==> src/rtl/dmem_arbiter_if.sv <==
// Bundle of the core port, debug port and memory port around the data-memory arbiter.
// The master side belongs to the requesters and the memory; the slave side belongs to the arbiter.
interface dmem_arbiter_if;

    // Core MEM-stage port
    logic        c_req;
    logic        c_we;
    logic [31:0] c_addr;
    logic [31:0] c_wdata;
    logic        c_gnt;
    logic        c_stall;
    logic        c_rvalid;
    logic [31:0] c_rdata;
    logic        c_err;

    // Debug / loader port
    logic        d_req;
    logic        d_we;
    logic [31:0] d_addr;
    logic [31:0] d_wdata;
    logic        d_gnt;
    logic        d_rvalid;
    logic [31:0] d_rdata;
    logic        d_err;

    // Memory port
    logic        mem_re;
    logic        mem_we;
    logic [31:0] mem_addr;
    logic [31:0] mem_wdata;
    logic [31:0] mem_rdata;

    modport master (
        output c_req, c_we, c_addr, c_wdata,
        input  c_gnt, c_stall, c_rvalid, c_rdata, c_err,
        output d_req, d_we, d_addr, d_wdata,
        input  d_gnt, d_rvalid, d_rdata, d_err,
        input  mem_re, mem_we, mem_addr, mem_wdata,
        output mem_rdata
    );

    modport slave (
        input  c_req, c_we, c_addr, c_wdata,
        output c_gnt, c_stall, c_rvalid, c_rdata, c_err,
        input  d_req, d_we, d_addr, d_wdata,
        output d_gnt, d_rvalid, d_rdata, d_err,
        output mem_re, mem_we, mem_addr, mem_wdata,
        input  mem_rdata
    );

endinterface

==> src/rtl/dmem_arbiter.sv <==
// Data-memory arbiter between the core MEM stage and the debug/loader port.
// Core has priority; a debug requester denied MAX_WAIT cycles in a row is given one forced grant.
module dmem_arbiter #(
    parameter int unsigned DEPTH    = 1024,
    parameter int unsigned MAX_WAIT = 4
) (
    input  logic          clk,
    input  logic          rst_n,
    dmem_arbiter_if.slave bus
);

    localparam int unsigned AW = $clog2(DEPTH);
    localparam int unsigned WW = $clog2(MAX_WAIT + 1);
    localparam logic [WW-1:0] WaitMax = WW'(MAX_WAIT);

    typedef enum logic [0:0] {
        CorePri,
        DbgForce
    } state_e;

    state_e          state_q, state_d;
    logic [WW-1:0]   wait_q, wait_d;

    logic            c_gnt, d_gnt;
    logic            c_bad, d_bad;

    logic            c_rvalid_q, c_err_q;
    logic [31:0]     c_rdata_q;
    logic            d_rvalid_q, d_err_q;
    logic [31:0]     d_rdata_q;

    // Misaligned, or any address bit above the word index set, means out of range.
    assign c_bad = (bus.c_addr[1:0] != 2'b00) || (bus.c_addr[31:AW+2] != '0);
    assign d_bad = (bus.d_addr[1:0] != 2'b00) || (bus.d_addr[31:AW+2] != '0);

    // Grant decode from live requests and the registered priority state; nothing granted in reset.
    always_comb begin
        c_gnt = 1'b0;
        d_gnt = 1'b0;
        if (rst_n) begin
            unique case (state_q)
                CorePri: begin
                    c_gnt = bus.c_req;
                    d_gnt = bus.d_req & ~bus.c_req;
                end
                DbgForce: begin
                    d_gnt = bus.d_req;
                    c_gnt = bus.c_req & ~bus.d_req;
                end
                default: ;
            endcase
        end
    end

    // Starvation counter and priority-state next-state logic.
    always_comb begin
        state_d = state_q;
        wait_d  = '0;
        if (bus.d_req && !d_gnt) begin
            wait_d = (wait_q == WaitMax) ? wait_q : wait_q + WW'(1);
        end
        unique case (state_q)
            CorePri:  if (wait_d == WaitMax) state_d = DbgForce;
            DbgForce: if (d_gnt || !bus.d_req) state_d = CorePri;
            default:  state_d = CorePri;
        endcase
    end

    // Priority state and wait counter registers.
    always_ff @(posedge clk or negedge rst_n) begin
        if (!rst_n) begin
            state_q <= CorePri;
            wait_q  <= '0;
        end else begin
            state_q <= state_d;
            wait_q  <= wait_d;
        end
    end

    // Memory port mux; erroneous accesses keep both enables low.
    always_comb begin
        bus.mem_re    = 1'b0;
        bus.mem_we    = 1'b0;
        bus.mem_addr  = '0;
        bus.mem_wdata = '0;
        if (c_gnt) begin
            bus.mem_re    = ~bus.c_we & ~c_bad;
            bus.mem_we    = bus.c_we & ~c_bad;
            bus.mem_addr  = bus.c_addr;
            bus.mem_wdata = bus.c_wdata;
        end else if (d_gnt) begin
            bus.mem_re    = ~bus.d_we & ~d_bad;
            bus.mem_we    = bus.d_we & ~d_bad;
            bus.mem_addr  = bus.d_addr;
            bus.mem_wdata = bus.d_wdata;
        end
    end

    // Per-port response registers; rdata holds until the next response to that port.
    always_ff @(posedge clk or negedge rst_n) begin
        if (!rst_n) begin
            c_rvalid_q <= 1'b0;
            c_err_q    <= 1'b0;
            c_rdata_q  <= '0;
            d_rvalid_q <= 1'b0;
            d_err_q    <= 1'b0;
            d_rdata_q  <= '0;
        end else begin
            c_rvalid_q <= c_gnt;
            c_err_q    <= c_gnt & c_bad;
            if (c_gnt) c_rdata_q <= (c_bad || bus.c_we) ? '0 : bus.mem_rdata;
            d_rvalid_q <= d_gnt;
            d_err_q    <= d_gnt & d_bad;
            if (d_gnt) d_rdata_q <= (d_bad || bus.d_we) ? '0 : bus.mem_rdata;
        end
    end

    assign bus.c_gnt    = c_gnt;
    assign bus.c_stall  = bus.c_req & ~c_gnt;
    assign bus.c_rvalid = c_rvalid_q;
    assign bus.c_err    = c_err_q;
    assign bus.c_rdata  = c_rdata_q;
    assign bus.d_gnt    = d_gnt;
    assign bus.d_rvalid = d_rvalid_q;
    assign bus.d_err    = d_err_q;
    assign bus.d_rdata  = d_rdata_q;

endmodule

==> src/flat_wrapper.sv <==
// flat-port wrapper written by rule: the top's interface ports become plain ports
module dmem_arbiter_flat 
#(
    parameter int unsigned DEPTH    = 1024,
    parameter int unsigned MAX_WAIT = 4
)
  (clk, rst_n, bus_c_req, bus_c_we, bus_c_addr, bus_c_wdata, bus_c_gnt, bus_c_stall, bus_c_rvalid, bus_c_rdata, bus_c_err, bus_d_req, bus_d_we, bus_d_addr, bus_d_wdata, bus_d_gnt, bus_d_rvalid, bus_d_rdata, bus_d_err, bus_mem_re, bus_mem_we, bus_mem_addr, bus_mem_wdata, bus_mem_rdata);
  dmem_arbiter_if bus_i ();
  input  logic clk;
  input  logic rst_n;
  input wire logic [$bits(bus_i.c_req)-1:0] bus_c_req;
  input wire logic [$bits(bus_i.c_we)-1:0] bus_c_we;
  input wire logic [$bits(bus_i.c_addr)-1:0] bus_c_addr;
  input wire logic [$bits(bus_i.c_wdata)-1:0] bus_c_wdata;
  output wire logic [$bits(bus_i.c_gnt)-1:0] bus_c_gnt;
  output wire logic [$bits(bus_i.c_stall)-1:0] bus_c_stall;
  output wire logic [$bits(bus_i.c_rvalid)-1:0] bus_c_rvalid;
  output wire logic [$bits(bus_i.c_rdata)-1:0] bus_c_rdata;
  output wire logic [$bits(bus_i.c_err)-1:0] bus_c_err;
  input wire logic [$bits(bus_i.d_req)-1:0] bus_d_req;
  input wire logic [$bits(bus_i.d_we)-1:0] bus_d_we;
  input wire logic [$bits(bus_i.d_addr)-1:0] bus_d_addr;
  input wire logic [$bits(bus_i.d_wdata)-1:0] bus_d_wdata;
  output wire logic [$bits(bus_i.d_gnt)-1:0] bus_d_gnt;
  output wire logic [$bits(bus_i.d_rvalid)-1:0] bus_d_rvalid;
  output wire logic [$bits(bus_i.d_rdata)-1:0] bus_d_rdata;
  output wire logic [$bits(bus_i.d_err)-1:0] bus_d_err;
  output wire logic [$bits(bus_i.mem_re)-1:0] bus_mem_re;
  output wire logic [$bits(bus_i.mem_we)-1:0] bus_mem_we;
  output wire logic [$bits(bus_i.mem_addr)-1:0] bus_mem_addr;
  output wire logic [$bits(bus_i.mem_wdata)-1:0] bus_mem_wdata;
  input wire logic [$bits(bus_i.mem_rdata)-1:0] bus_mem_rdata;
  assign bus_i.c_req = bus_c_req;
  assign bus_i.c_we = bus_c_we;
  assign bus_i.c_addr = bus_c_addr;
  assign bus_i.c_wdata = bus_c_wdata;
  assign bus_c_gnt = bus_i.c_gnt;
  assign bus_c_stall = bus_i.c_stall;
  assign bus_c_rvalid = bus_i.c_rvalid;
  assign bus_c_rdata = bus_i.c_rdata;
  assign bus_c_err = bus_i.c_err;
  assign bus_i.d_req = bus_d_req;
  assign bus_i.d_we = bus_d_we;
  assign bus_i.d_addr = bus_d_addr;
  assign bus_i.d_wdata = bus_d_wdata;
  assign bus_d_gnt = bus_i.d_gnt;
  assign bus_d_rvalid = bus_i.d_rvalid;
  assign bus_d_rdata = bus_i.d_rdata;
  assign bus_d_err = bus_i.d_err;
  assign bus_mem_re = bus_i.mem_re;
  assign bus_mem_we = bus_i.mem_we;
  assign bus_mem_addr = bus_i.mem_addr;
  assign bus_mem_wdata = bus_i.mem_wdata;
  assign bus_i.mem_rdata = bus_mem_rdata;
  dmem_arbiter #(.DEPTH(DEPTH), .MAX_WAIT(MAX_WAIT)) u_core (.clk(clk), .rst_n(rst_n), .bus(bus_i));
endmodule
==> config.mk <==
export PLATFORM = sky130hd
export DESIGN_NAME = dmem_arbiter_flat
export DESIGN_NICKNAME = d
export VERILOG_FILES = /design/src/rtl/dmem_arbiter_if.sv /design/src/rtl/dmem_arbiter.sv /design/src/flat_wrapper.sv
export SDC_FILE = /design/constraint.sdc
export NUM_CORES = 1
export LEC_CHECK = 0
export CAP_MARGIN = 5
export CORE_AREA = 2 2 117 119
export CTS_CLUSTER_DIAMETER = 30
export DETAILED_ROUTE_END_ITERATION = 6
export DIE_AREA = 0 0 119 121
export GPL_ROUTABILITY_DRIVEN = 1
export PLACE_DENSITY = 0.69
export SETUP_SLACK_MARGIN = 0.05
export SYNTH_ARGS = -nofsm -noshare
export SYNTH_HDL_FRONTEND = slang
export SYNTH_SLANG_ARGS = --single-unit
==> constraint.sdc <==
create_clock -name clk -period 2.2 [get_ports clk]
set_input_delay 0.22 -clock clk [delete_from_list [all_inputs] [get_ports clk]]
set_output_delay 0.22 -clock clk [all_outputs]
set_load 0.03 [all_outputs]
---- Yosys cells after proc, flatten, opt, wreduce, memory -nomap -nowiden ----
Cells that the tools add are included.
operators by class
  equality and inequality tests ........... 2
  mux-type cells .......................... 19
  reductions and logical operators ........ 12
  bitwise operators ....................... 17
  $add $sub $neg .......................... 1
operator list
  cell                                                            number
  32-bit two-way mux                                              6
  20-bit nonzero test                                             2
  1-bit bitwise AND                                               9
  1-bit two-way mux                                               8
  1-bit inverter                                                  8
  3-bit equality test (second input constant)                     2
  3-bit two-way mux                                               2
  1-bit one-hot mux with 2 select lines                           3
  1-bit logical OR                                                5
  2-bit nonzero test                                              2
  3-bit by 1-bit adder with 3-bit output (second input constant)  1
  1-bit logical NOT                                               2
  1-bit logical AND                                               1
word-level totals
  output and inout port bits .............. 137
  register bits after elaboration ......... 72
  input port bits ......................... 166
  word-level logic and storage cells ...... 59

---- Logic depth before layout (Yosys ltp) ----
  word-level depth ........................ 10
  gate-level depth with buffers ........... 7
  mapped depth without buffers ............ 6

---- Least setup slack after synthesis ----
No wires, ideal clock.
  kind .................................... reg-to-output
  start point ............................. register u_core.state_q
  end point ............................... output bus_mem_we
  required time ........................... 1,980 ps
  cell stages (with the launch flop) ...... 7
  setup slack ............................. 335 ps
  buffers on the path ..................... 1
  arrival time ............................ 1,645 ps
  cell sequence ........................... dfrtp_1 -> nand2_1 -> nand3_1 -> inv_2 -> clkbuf_1 -> nand4_1 -> o31ai_1
between the ends
  elaborated cells on any way between the ends .. 7
  classes of those cells .................. 6 x mux; 1 x bitwise
RTL lines
  item                                     RTL line            RTL
  start, declared                          dmem_arbiter.sv:21  state_e state_q, state_d;
  start signal, assigned                   dmem_arbiter.sv:72  state_q <= CorePri;
  start signal, assigned                   dmem_arbiter.sv:75  state_q <= state_d;
  1-bit inverter                           dmem_arbiter.sv:41  unique case (state_q)
  1-bit one-hot mux with 2 select lines *  dmem_arbiter.sv:41
  1-bit two-way mux *                      dmem_arbiter.sv:40  if (rst_n) begin
  named net bus_c_gnt                      flat_wrapper.sv:15  output wire logic [$bits(bus_i.c_gnt)-1:0] bus_c_gnt;
  1-bit two-way mux *                      dmem_arbiter.sv:86  if (c_gnt) begin
  end, declared                            flat_wrapper.sv:29  output wire logic [$bits(bus_i.mem_we)-1:0] bus_mem_we;
Mark *: on every way through the listed nets, which the timed path passes. The rest lies on a longest branch.

---- Worst setup path in the final report ----
  start point ............................. input bus_c_addr[0]
  end point ............................... output bus_mem_re
between the ends
  longest elaborated chain between the ends .. 5
ends and longest elaborated chain
  item                RTL line            RTL
  start, declared     flat_wrapper.sv:13  input wire logic [$bits(bus_i.c_addr)-1:0] bus_c_addr;
  2-bit nonzero test  dmem_arbiter.sv:33  assign c_bad = (bus.c_addr[1:0] != 2'b00) || (bus.c_addr[31:AW+2] != '0);
  1-bit logical OR    dmem_arbiter.sv:33
  1-bit inverter      dmem_arbiter.sv:87  bus.mem_re = ~bus.c_we & ~c_bad;
  1-bit bitwise AND   dmem_arbiter.sv:87
  1-bit two-way mux   dmem_arbiter.sv:86
  end, declared       flat_wrapper.sv:28  output wire logic [$bits(bus_i.mem_re)-1:0] bus_mem_re;
No other way between the ends.

==> impl_metrics.py <==
metrics = {
    "logic_synthesis": {
        "avgSynthCellArea_um2": 12.4,
        "synthSimpleGateAreaFrac_pct": 5.72,
        "synth-xor-area-share_pct": 0.260,
        "syn-cell-area_mm2": 0.00337,
        "yosys_warnings": 0,
        "synthAdderAreaFrac_pct": 0.743,
        "synth_top_area_share_pct": 53.5,
        "syn_inst": 272,
        "synth_top_family_by_area": "compound AO/OA/AOI/OAI gates",
        "synth_nets": 440,
        "yosysSeqAreaShare_pct": 53.5,
        "ys_types": 30,
        "synth_compound_area_share_pct": 34.4,
        "ys_ff_latch": 72,
        "yosys-mux-area-fraction_pct": 0,
        "synth_area_leader_cell": "dfrtp_1",
        "synth_area_leaders": "dfrtp_1 (54%), a22o_1 (33%), nor4_1 (1.5%)",
    },
    "grt": {
        "grt_pass1_vias": 3881,
        "met3_usage_pct": 4.51,
        "grtUsageMet2_pct": 33.2,
        "grt_max_degree": 64,
        "grt_overflow": 0,
        "grt_pass1_wl_um": 21600,
        "antenna_found_initial": 0,
        "top_usage_layer": "met2",
        "grtUsageMet1_pct": 23.8,
        "grt_usage_pct": 19.3,
    },
    "min_path": {
        "hp-class": "in2async",
    },
    "timing": {
        "slew_viol_final": 0,
        "relSlewSlack_pct": 49.9,
        "layout_min_cycle_time_ns": 2.12,
        "fmax_ghz": 0.472,
        "tightest_slew_ns": 0.752,
        "rsz0062_at_grt": "yes",
        "fin_crit_sh_pct": 96.3,
        "final.setup_skew_ns": 0.00674,
        "setup_ws_ns": 0.0811,
        "setup-violations-final": 0,
        "hold_viol": 0,
    },
    "final_layout": {
        "area_growth_pct": 107,
        "nNetsFinal": 742,
        "finish.utilization_pct": 53.3,
        "diodes": 0,
        "finalNonFillerCells": 755,
        "drive_gt1_share_pct": 20.2,
    },
    "floorplanning": {
        "core_area_mm2": 0.0131,
        "dieWidth_um": 119,
        "num_io_pins": 303,
        "die_area_mm2": 0.0144,
        "rows": 42,
        "dieHeight_um": 121,
        "initial_core_util_pct": 25.7,
    },
    "status": {
        "status": "complete, no violations",
    },
    "placed_design": {
        "dp_hpwl_um": 11300,
        "io_buffers": 302,
        "place_congestion": 0.870,
        "dp_worst_setup_slack_ns": -0.107,
        "dp_cells": 735,
    },
    "clock_network": {
        "cts_tree": "done",
        "clk_pin_slew_ns": 0.05,
        "numCtsBuffers": 9,
        "cts.path.max_buffers": 2,
        "htreeDepth": 3,
        "clk_latency_ns": 0.33,
        "cts.sinks": 72,
        "ctsRootBufferMaster": "clkbuf_16",
    },
    "setup_path": {
        "critPathBufInv": 2,
        "reg2reg_slack_ns": 0.54,
        "arrival_ns": 1.90,
        "crit_chain": "clkdlybuf4s50_1, or4_4, nor2_4, and4b_2, or2_1, buf_6",
        "slowest_delay_ns": 0.56,
        "startpoint_type": "input port",
        "criticalPathCategory": "in2out",
        "cp-end-kind": "output pin",
        "critPathTopFamily": "simple AND/OR/NAND/NOR gates",
        "required_ns": 1.98,
        "crit_fanout": 4,
        "cpMaxStageDelayCell": "or4_4",
    },
    "detailed_routing": {
        "vias_per_cell": 4.89,
        "vias": 3693,
        "routedWlPerCell_um": 19.0,
        "dr.first_iter.drc_count": 243,
        "totalWireLength_um": 14300,
        "drc": 0,
        "drtPass1Iterations": 4,
        "ant_nets": 0,
    },
    "power_and_ir_drop": {
        "pwr_density_cell_mw_per_mm2": 526,
        "p_leak_nw": 3.11,
        "peakVddDrop_v": 0.000328,
    },
    "job": {
        "max_cap_viol_count": 0,
    },
}
==> registers in the layout (all words and copies together), names as in the netlist <==
register             count
u_core.bus.d_rdata      32
u_core.bus.c_err         1
u_core.bus.c_rdata      32
u_core.bus.d_rvalid      1
u_core.wait_q            3
u_core.state_q           1
u_core.bus.d_err         1
u_core.bus.c_rvalid      1
==> metrics by stage <==
stage / total power [mW] / hold slack, ns / setup TNS, ns / cell area, um^2
final: 3.67 / 0.0956 / 0 / 6980
after detailed placement: 2.24 / 0.0727 / -2.11 / 6560
after global placement: 2.23 / 0.0718 / -0.0829 / 6560
after global routing: 3.81 / 0.141 / 0 / 6980
after floorplan: 1.68 / -0.0756 / 0 / 3370
after CTS: 3.70 / 0.120 / 0 / 6890
==> cell usage after synthesis <==
cell / count
nor4_1: 8
nor4_2: 1
a22o_2: 1
buf_6: 1
nand2_1: 4
nand3b_1: 1
or4_4: 2
nor2_4: 1
clkbuf_1: 12
a21oi_1: 1
o31ai_1: 1
inv_1: 3
inv_2: 3
o2111ai_1: 1
and4_1: 1
ha_1: 2
or2_1: 1
o211ai_1: 1
dfrtp_1: 72
buf_8: 3
buf_2: 8
and4b_1: 1
nor2_1: 5
o32ai_1: 1
buf_1: 4
xnor2_1: 1
nand4_1: 2
a22o_1: 127
nand3_1: 1
and3_1: 2
==> cell usage in the layout (no fill, tap or decap), types with 3 or more instances in the layout <==
master and n:
clkdlybuf4s50_1 231, a22o_1 124, dfrtp_1 72, buf_4 69, buf_12 14, clkbuf_16 10, nor2_1 5, nor4_1 5
nand2_1 4, inv_1 3, a22o_4 3
==> cell type report <==
class	count	area [um^2]
fillers	1107	6110
inverters	6	25.0
flip-flops and latches	72	1800
multi-input cells	166	1460
clock inverters	6	67.6
clock buffers	10	229
well taps	176	220
repair buffers	319	3180
==> routing by layer <==
metal | wire (um) | up-vias
met2 | 7200 | 178
met5 | 0 | -
li1 | - | 1708
met1 | 5770 | 1783
met4 | 351 | 0
met3 | 993 | 24
==> cells by family after synthesis <==
group	count (synthesis)
xor+xnor	1
simple gates	30
compound gates	133
flops	72
buf+inv	34
fa+ha+maj	2
==> final timing paths <==
kind                                         from                      to  cells past startpoint
max                                 bus_c_addr[0]              bus_mem_re                      6
min                                         rst_n        u_core.wait_q[2]                      2
max reg2reg                        u_core.state_q          u_core.state_q                      5
min reg2reg                u_core.bus.c_rdata[16]  u_core.bus.c_rdata[16]                      1
max in group asynchronous                   rst_n     u_core.bus.d_rvalid                      2
min in group clk                            rst_n          u_core.state_q                      2
==> power by group <==
group / switching (mW) / internal (mW) / total, mW
clock: 0.557 / 0.881 / 1.44
sequential: 0.00463 / 1.33 / 1.34
combinational: 0.416 / 0.479 / 0.896
total: 0.978 / 2.69 / 3.67
==> repair_timing <==
item	4_1_cts	5_1_grt
setup buffers	1	1
setup endpoints to repair	66	52
hold endpoints to repair	9	0
resized for setup	2	11
pin swaps	1	1
hold buffers	1	0
gates cloned	0	1
(Power assumes the default switching activity.)
